## config.mk

```make
export PLATFORM = sky130hd
export DESIGN_NAME = rvfi_channel_serializer_flat
export DESIGN_NICKNAME = d
export VERILOG_FILES = /design/src/rtl/rvfi_pkg.sv /design/src/rtl/rvfi_channel_serializer_if.sv /design/src/rtl/rvfi_rec_fifo.sv /design/src/rtl/rvfi_channel_serializer.sv /design/src/flat_wrapper.sv
export SDC_FILE = /design/constraint.sdc
export NUM_CORES = 2
export LEC_CHECK = 0
export CAP_MARGIN = 30
export CORE_MARGIN = 3
export CORE_UTILIZATION = 40
export CTS_CLUSTER_SIZE = 30
export DETAILED_ROUTE_END_ITERATION = 16
export GPL_ROUTABILITY_DRIVEN = 0
export PLACE_DENSITY_LB_ADDON = 0.15
export SLEW_MARGIN = 0
export SYNTH_ARGS = -nofsm -noshare
export SYNTH_HDL_FRONTEND = slang
export SYNTH_HIERARCHICAL = 1
export SYNTH_SLANG_ARGS = --single-unit
```

## constraint.sdc

```tcl
create_clock -name clk -period 74.4 [get_ports clk]
set_clock_uncertainty 0.05 [all_clocks]
set_input_delay 7.44 -clock clk [delete_from_list [all_inputs] [get_ports clk]]
set_output_delay 7.44 -clock clk [all_outputs]
set_load 0.01 [all_outputs]
```

## src/rtl/rvfi_pkg.sv

```systemverilog
// Shared RVFI record layout and serializer state type, also used by the checkers.
// The record is a flat vector with rvfi_order in the least significant bits.
package rvfi_pkg;

  typedef enum logic [1:0] {ST_IDLE, ST_RUN, ST_DRAIN, ST_HALT} ser_state_e;

  localparam int ORDER_LSB    = 0;
  localparam int ORDER_W      = 8;
  localparam int INSN_LSB     = 8;
  localparam int INSN_W       = 32;
  localparam int REG_W        = 5;
  localparam int RS1_ADDR_LSB = 40;
  localparam int RS2_ADDR_LSB = 45;
  localparam int RD_ADDR_LSB  = 50;
  localparam int TRAP_LSB     = 55;
  localparam int XFIELD_BASE  = 56;

  // XLEN-dependent fields, packed upward from XFIELD_BASE in this order
  typedef enum logic [3:0] {
    XF_PC_RDATA, XF_PC_WDATA, XF_RS1_RDATA, XF_RS2_RDATA, XF_RD_WDATA,
    XF_MEM_ADDR, XF_MEM_RMASK, XF_MEM_WMASK, XF_MEM_RDATA, XF_MEM_WDATA
  } xfield_e;

  function automatic int xfield_width(xfield_e f, int xlen);
    return (f == XF_MEM_RMASK || f == XF_MEM_WMASK) ? xlen / 8 : xlen;
  endfunction

  function automatic int xfield_lsb(xfield_e f, int xlen);
    case (f)
      XF_MEM_RMASK: return XFIELD_BASE + 6 * xlen;
      XF_MEM_WMASK: return XFIELD_BASE + 6 * xlen + xlen / 8;
      XF_MEM_RDATA: return XFIELD_BASE + 6 * xlen + xlen / 4;
      XF_MEM_WDATA: return XFIELD_BASE + 7 * xlen + xlen / 4;
      default:      return XFIELD_BASE + int'(f) * xlen;
    endcase
  endfunction

  function automatic int rec_width(int xlen);
    return XFIELD_BASE + 8 * xlen + xlen / 4;
  endfunction

endpackage

```

## src/rtl/rvfi_channel_serializer_if.sv

```systemverilog
// Multi-channel RVFI input bundle and single-channel RVFI output of the serializer.
interface rvfi_channel_serializer_if
  import rvfi_pkg::*;
#(
  parameter int NRET = 2,
  parameter int XLEN = 32
);
  localparam int RECW = rec_width(XLEN);

  logic                      enable;
  logic                      flush;
  logic [NRET-1:0]           in_valid;
  logic [NRET-1:0][RECW-1:0] in_rec;
  logic                      out_valid;
  logic [RECW-1:0]           out_rec;

  modport master (output enable, flush, in_valid, in_rec, input  out_valid, out_rec);
  modport slave  (input  enable, flush, in_valid, in_rec, output out_valid, out_rec);
endinterface

```

## src/rtl/rvfi_rec_fifo.sv

```systemverilog
// Record FIFO: up to NRET pushes per cycle (lanes marked in push_mask, written in
// ascending lane order), one pop per cycle, count-based occupancy.
module rvfi_rec_fifo #(
  parameter int NRET  = 2,
  parameter int RECW  = 320,
  parameter int DEPTH = 4
) (
  input  logic                      clk,
  input  logic                      resetn,
  input  logic [NRET-1:0]           push_mask,
  input  logic [NRET-1:0][RECW-1:0] push_data,
  input  logic                      pop,
  output logic [RECW-1:0]           head,
  output logic [$clog2(DEPTH):0]    cnt
);
  localparam int AW = $clog2(DEPTH);
  localparam int CW = AW + 1;

  logic [RECW-1:0]          mem [DEPTH];
  logic [AW-1:0]            rd_ptr, wr_ptr;
  logic [NRET-1:0][AW-1:0]  slot;
  logic [CW-1:0]            n_push;

  // Each pushing lane lands at wr_ptr plus the number of pushing lanes below it
  always_comb begin
    n_push = '0;
    for (int i = 0; i < NRET; i++) begin
      slot[i] = wr_ptr + n_push[AW-1:0];
      if (push_mask[i]) n_push = n_push + CW'(1);
    end
  end

  always_ff @(posedge clk) begin
    for (int i = 0; i < NRET; i++)
      if (push_mask[i]) mem[slot[i]] <= push_data[i];
  end

  always_ff @(posedge clk or negedge resetn) begin
    if (!resetn) begin
      rd_ptr <= '0;
      wr_ptr <= '0;
      cnt    <= '0;
    end else begin
      wr_ptr <= wr_ptr + n_push[AW-1:0];
      if (pop) rd_ptr <= rd_ptr + AW'(1);
      cnt <= cnt + n_push - CW'(pop);
    end
  end

  assign head = mem[rd_ptr];

endmodule

```

## src/rtl/rvfi_channel_serializer.sv

```systemverilog
// Serializes NRET RVFI retire channels into one channel for a single-channel checker,
// checking rvfi_order continuity and halting with a sticky flag on any dropped record.
module rvfi_channel_serializer
  import rvfi_pkg::*;
#(
  parameter int NRET  = 2,
  parameter int XLEN  = 32,
  parameter int DEPTH = 4   // power of two, >= NRET
) (
  input  logic                      clk,
  input  logic                      resetn,
  rvfi_channel_serializer_if.slave  bus,
  output logic                      overflow,
  output logic                      order_err,
  output logic                      busy,
  output logic [15:0]               count
);
  localparam int RECW = rec_width(XLEN);
  localparam int CW   = $clog2(DEPTH) + 1;
  localparam logic [CW-1:0] DEPTH_C = CW'(DEPTH);

  ser_state_e                   state;
  logic [CW-1:0]                cnt, free_slots, taken;
  logic [RECW-1:0]              head;
  logic [NRET-1:0]              acc_mask;
  logic [NRET-1:0][ORDER_W-1:0] lane_order;
  logic [ORDER_W-1:0]           last_order, prev_order;
  logic                         seed, seeded;
  logic                         pop, push_en, drop, seq_err, emit;

  for (genvar g = 0; g < NRET; g++) begin : g_lane
    assign lane_order[g] = bus.in_rec[g][ORDER_LSB +: ORDER_W];
  end

  // A pop only frees a slot for this cycle's push when the FIFO is full; otherwise
  // the push sees only the currently free entries.
  always_comb begin
    pop        = ((state == ST_RUN) || (state == ST_DRAIN)) && (cnt != '0);
    push_en    = ((state == ST_IDLE) || (state == ST_RUN)) && bus.enable;
    free_slots = (cnt == DEPTH_C) ? CW'(pop) : DEPTH_C - cnt;
    acc_mask   = '0;
    taken      = '0;
    drop       = 1'b0;
    seq_err    = 1'b0;
    prev_order = last_order;
    seeded     = seed;
    for (int i = 0; i < NRET; i++) begin
      if (push_en && bus.in_valid[i]) begin
        if (taken < free_slots) begin
          acc_mask[i] = 1'b1;
          taken       = taken + CW'(1);
          if (seeded && (lane_order[i] != prev_order + ORDER_W'(1))) seq_err = 1'b1;
          prev_order  = lane_order[i];
          seeded      = 1'b1;
        end else begin
          drop = 1'b1;
        end
      end
    end
    emit = pop && !drop;
  end

  rvfi_rec_fifo #(.NRET(NRET), .RECW(RECW), .DEPTH(DEPTH)) u_fifo (
    .clk       (clk),
    .resetn    (resetn),
    .push_mask (acc_mask),
    .push_data (bus.in_rec),
    .pop       (pop),
    .head      (head),
    .cnt       (cnt)
  );

  // The entry popped on the overflow edge is discarded; everything after is frozen.
  always_ff @(posedge clk or negedge resetn) begin
    if (!resetn) begin
      state         <= ST_IDLE;
      bus.out_valid <= 1'b0;
      bus.out_rec   <= '0;
      overflow      <= 1'b0;
      order_err     <= 1'b0;
      count         <= '0;
      last_order    <= '0;
      seed          <= 1'b0;
    end else begin
      bus.out_valid <= emit;
      if (emit) begin
        bus.out_rec <= head;
        count       <= (count == 16'hFFFF) ? count : count + 16'd1;
      end
      if (acc_mask != '0) begin
        last_order <= prev_order;
        seed       <= 1'b1;
      end
      if (seq_err) order_err <= 1'b1;
      if (drop) begin
        overflow <= 1'b1;
        state    <= ST_HALT;
      end else begin
        case (state)
          ST_IDLE:  if (bus.enable) state <= ST_RUN;
          ST_RUN:   if (bus.flush)  state <= ST_DRAIN;
          ST_DRAIN: if (cnt == '0)  state <= ST_IDLE;
          default:  state <= ST_HALT;
        endcase
      end
    end
  end

  assign busy = (state != ST_IDLE) || (cnt != '0);

endmodule

```

## src/flat_wrapper.sv

```systemverilog
// flat-port wrapper written by rule: the top's interface ports become plain ports
module rvfi_channel_serializer_flat import rvfi_pkg::*;
#(
  parameter int NRET  = 2,
  parameter int XLEN  = 32,
  parameter int DEPTH = 4                           
)
  (clk, resetn, overflow, order_err, busy, count, bus_enable, bus_flush, bus_in_valid, bus_in_rec, bus_out_valid, bus_out_rec);
  rvfi_channel_serializer_if #(.NRET(NRET), .XLEN(XLEN)) bus_i ();
  input  logic clk;
  input  logic resetn;
  output logic overflow;
  output logic order_err;
  output logic busy;
  output logic [15:0] count;
  input wire logic [$bits(bus_i.enable)-1:0] bus_enable;
  input wire logic [$bits(bus_i.flush)-1:0] bus_flush;
  input wire logic [$bits(bus_i.in_valid)-1:0] bus_in_valid;
  input wire logic [$bits(bus_i.in_rec)-1:0] bus_in_rec;
  output wire logic [$bits(bus_i.out_valid)-1:0] bus_out_valid;
  output wire logic [$bits(bus_i.out_rec)-1:0] bus_out_rec;
  assign bus_i.enable = bus_enable;
  assign bus_i.flush = bus_flush;
  assign bus_i.in_valid = bus_in_valid;
  assign bus_i.in_rec = bus_in_rec;
  assign bus_out_valid = bus_i.out_valid;
  assign bus_out_rec = bus_i.out_rec;
  rvfi_channel_serializer #(.NRET(NRET), .XLEN(XLEN), .DEPTH(DEPTH)) u_core (.clk(clk), .resetn(resetn), .bus(bus_i), .overflow(overflow), .order_err(order_err), .busy(busy), .count(count));
endmodule
```

==> metrics.txt <==
Die Footprint between 150000 and 200000 um2; PD cells ~38 nW/um2; final net count ~5700; Mapped Avg Cell Area approximately 19 um2; Worst Setup Start Kind input port; R2R Path End u_core/u_fifo/mem[2][287]$_DFFE_PP_; Iteration-0 DRC Markers about 2500; Final Max Tran Viols 0; WP data arrival approximately 13000 ps; Final Hold Viols 0; Reg clk slew, reported paths approximately 60 ps; Root Driver clkbuf_16; period utilisation layout 0.164; ys flop type edfxtp_1; hold path start u_core/overflow$_DFFE_PN0P_; initial antenna violation count 109; CP Max Fanout between 50 and 60; Vias/cell about 5.3; Clock Tree Buf Depth 3; Initial Util 0.403; Die Span Y between 400 and 500 um; post-synthesis cell area between 70000 and 80000 um2; Yosys warning count 6; crit-path cells clkdlybuf4s50_1 > o211ai_2 > a31o_2 > inv_2 > ha_1 > xnor2_1 > or3b_4 > buf_4 > buf_4 > mux2_1; area of the multi-input gates around 27000 um2; # DRC 0; Bufs and invs on worst path 4; FP Rows 159; CP max stage delay approximately 860 ps; Synth cell types 52; synthesized netlist cell count ~4000; sequential fraction of the synthesis area 0.626; vias in the first global route 44200; Buffers on Ports roughly 990; Hold Crit Depth 1; final-report setup violation count 0; Worst slew margin 0.118; critical path data required time roughly 75000 ps; CTS H-tree lvls 4; Crit-path slowest cell buf_4; I/O pins ~990; Total GRT Usage 0.222; FF+latch area roughly 47000 um2; Die X 441 um; VDD IR max 0.0432 mV; Area growth, synth to finish 24.5%; Worst R2R Path Depth 12; RSZ-0062 raised after global routing false; area of the core between 150000 and 200000 um2; Via Count just over 40000; placed cell count ~7300; Max Cap Viol 0; CP Class input port to register; reg2reg start u_core/u_fifo/cnt[0]$_DFF_PN0_; delay-heaviest family, CP buffers and inverters; first-pass GRT wire length approximately 320 mm; total negative slack 0 ps; Hold-fix buffers, CTS 0; Critical Path Sink Type register; post-CTS setup buffers 0; crit path time final between 10000 and 15000 ps; Worst Hold Endpoint u_core/overflow$_DFFE_PN0P_; LEAKAGE 32.1 nW; Sink Count between 1500 and 2000; Resized cells post-CTS 0; Worst Tran Pin Value about 1300 ps; share of cells above drive strength 1 0.381; total wire length around 220 mm; post-DP HPWL roughly 140 mm; filler cell count about 16000; DRT antenna net count 0; status finished clean; Inserted Clock Buffers between 150 and 200; final std cells w/o fill between 7000 and 8000; routed len/inst approximately 28 um; Skew-Pair Late Insertion Delay a little over 800 ps; largest net degree at the start of global routing 136; Post-synth ARST share 0.218; R2R setup slack 68450 ps; most used cell, CP buf_4; net count after synthesis between 4000 and 5000; GR Overflow Total 0; DRT Pass-1 Iters 5; CTS tree built; #FFs+latches synth 1637; f_max 0.0819 GHz; Post-synth EDFFs between 1000 and 1500; Min-Delay Path Class register to register
area by class of cell:
cell class / instances / area share
Inverter: 17 / 0.000677
Antenna cell: 74 / 0.00197
Clock buffer: 282 / 0.0561
Tap cell: 2495 / 0.0331
Sequential cell: 1637 / 0.503
Multi-Input combinational cell: 2133 / 0.285
Clock inverter: 61 / 0.00753
Timing Repair Buffer: 1048 / 0.113
power by group:
part	internal [mW]	leakage (nW)	switching [mW]	total [mW]
Sequential	1.25	15.8	0.108	1.35
Combinational	0.689	13.4	0.608	1.30
Clock	0.528	2.92	0.376	0.904
Total	2.46	32.1	1.09	3.55
through the flow:
stage / instance area [um2] / setup WS (ps) / hold slack [ps] / power [mW] / util
global route: 94200 / 61920 / 458 / 3.72 / 0.501
floorplan: 75700 / 42380 / 405 / 2.28 / -
CTS: 94000 / 62080 / 428 / 3.61 / 0.500
detailed placement: 88000 / 61160 / 410 / 2.70 / 0.468
global placement: 87900 / 61120 / 405 / 2.68 / 0.467
finish: 94200 / 62190 / 422 / 3.55 / 0.501
worst max-delay path by stage:
| stage | startpoint | end | slack (ps) | cells after the start |
|---|---|---|---|---|
| 2_1_floorplan | bus_in_valid[0] | u_core/u_fifo/mem[1][0]$_DFFE_PP_ | 42380 | 7 |
| 3_3_place_gp | bus_in_valid[0] | u_core/u_fifo/mem[1][247]$_DFFE_PP_ | 61120 | 10 |
| 3_5_place_dp | bus_in_valid[0] | u_core/u_fifo/mem[1][216]$_DFFE_PP_ | 61160 | 10 |
| 4_1_cts | bus_in_valid[0] | u_core/u_fifo/mem[1][129]$_DFFE_PP_ | 62080 | 10 |
| 5_1_grt | bus_in_valid[0] | u_core/u_fifo/mem[1][129]$_DFFE_PP_ | 61920 | 10 |
| 6_report | bus_in_valid[0] | u_core/u_fifo/mem[2][287]$_DFFE_PP_ | 62190 | 10 |
cells in the final DEF (no fill, tap or decap), types with 29 or more instances in the layout:
cell and n:
clkbuf_8 29, xnor2_1 29, diode_2 74, edfxtp_1 1280, mux2_2 1312, mux4_2 320, clkbuf_1 68, buf_4 41
clkbuf_16 185, dfrtp_1 355, mux2_1 289, clkdlybuf4s50_1 984
cell usage after synthesis (17+ instances only):
master,number,share of area
edfxtp_1,1280,0.51
clkbuf_1,50,0.0025
nor2_1,17,0.00084
nand2_1,26,0.0013
mux4_2,320,0.095
xnor2_1,29,0.0034
buf_4,30,0.0030
mux2_1,289,0.043
buf_2,130,0.0086
dfrtp_1,357,0.12
buf_6,33,0.0049
mux2_2,1312,0.20
sequential cells by signal (all words and copies together) (netlist names):
signal	count
u_core/u_fifo/mem	1280
u_core/bus.out_rec	320
u_core/count	16
u_core/last_order	8
u_core/u_fifo/cnt	3
u_core/state	2
u_core/u_fifo/rd_ptr	2
u_core/u_fifo/wr_ptr	2
u_core/bus.out_valid	1
u_core/order_err	1
u_core/overflow	1
u_core/seed	1
logic make-up (layout without fill, tap and decap cells):
family / after synthesis / count (layout) / share of synthesized area
mux: 1928 / 1928 / 0.334
flops: 1637 / 1637 / 0.626
buf+inv: 275 / 1408 / 0.0205
simple gates: 103 / 103 / 0.00741
compound gates: 44 / 44 / 0.00415
xor+xnor: 44 / 44 / 0.00527
fa+ha+maj: 14 / 14 / 0.00241
other cells: 0 / 74 / 0
routing by layer:
metal,global-route usage,vias up,part of all wire
li1,-,18300,-
met1,0.271,21600,0.39
met2,0.373,1052,0.51
met3,0.0490,368,0.052
met4,0.106,36,0.041
met5,0,-,0.0011
Power figures use the tool's default switching activity.
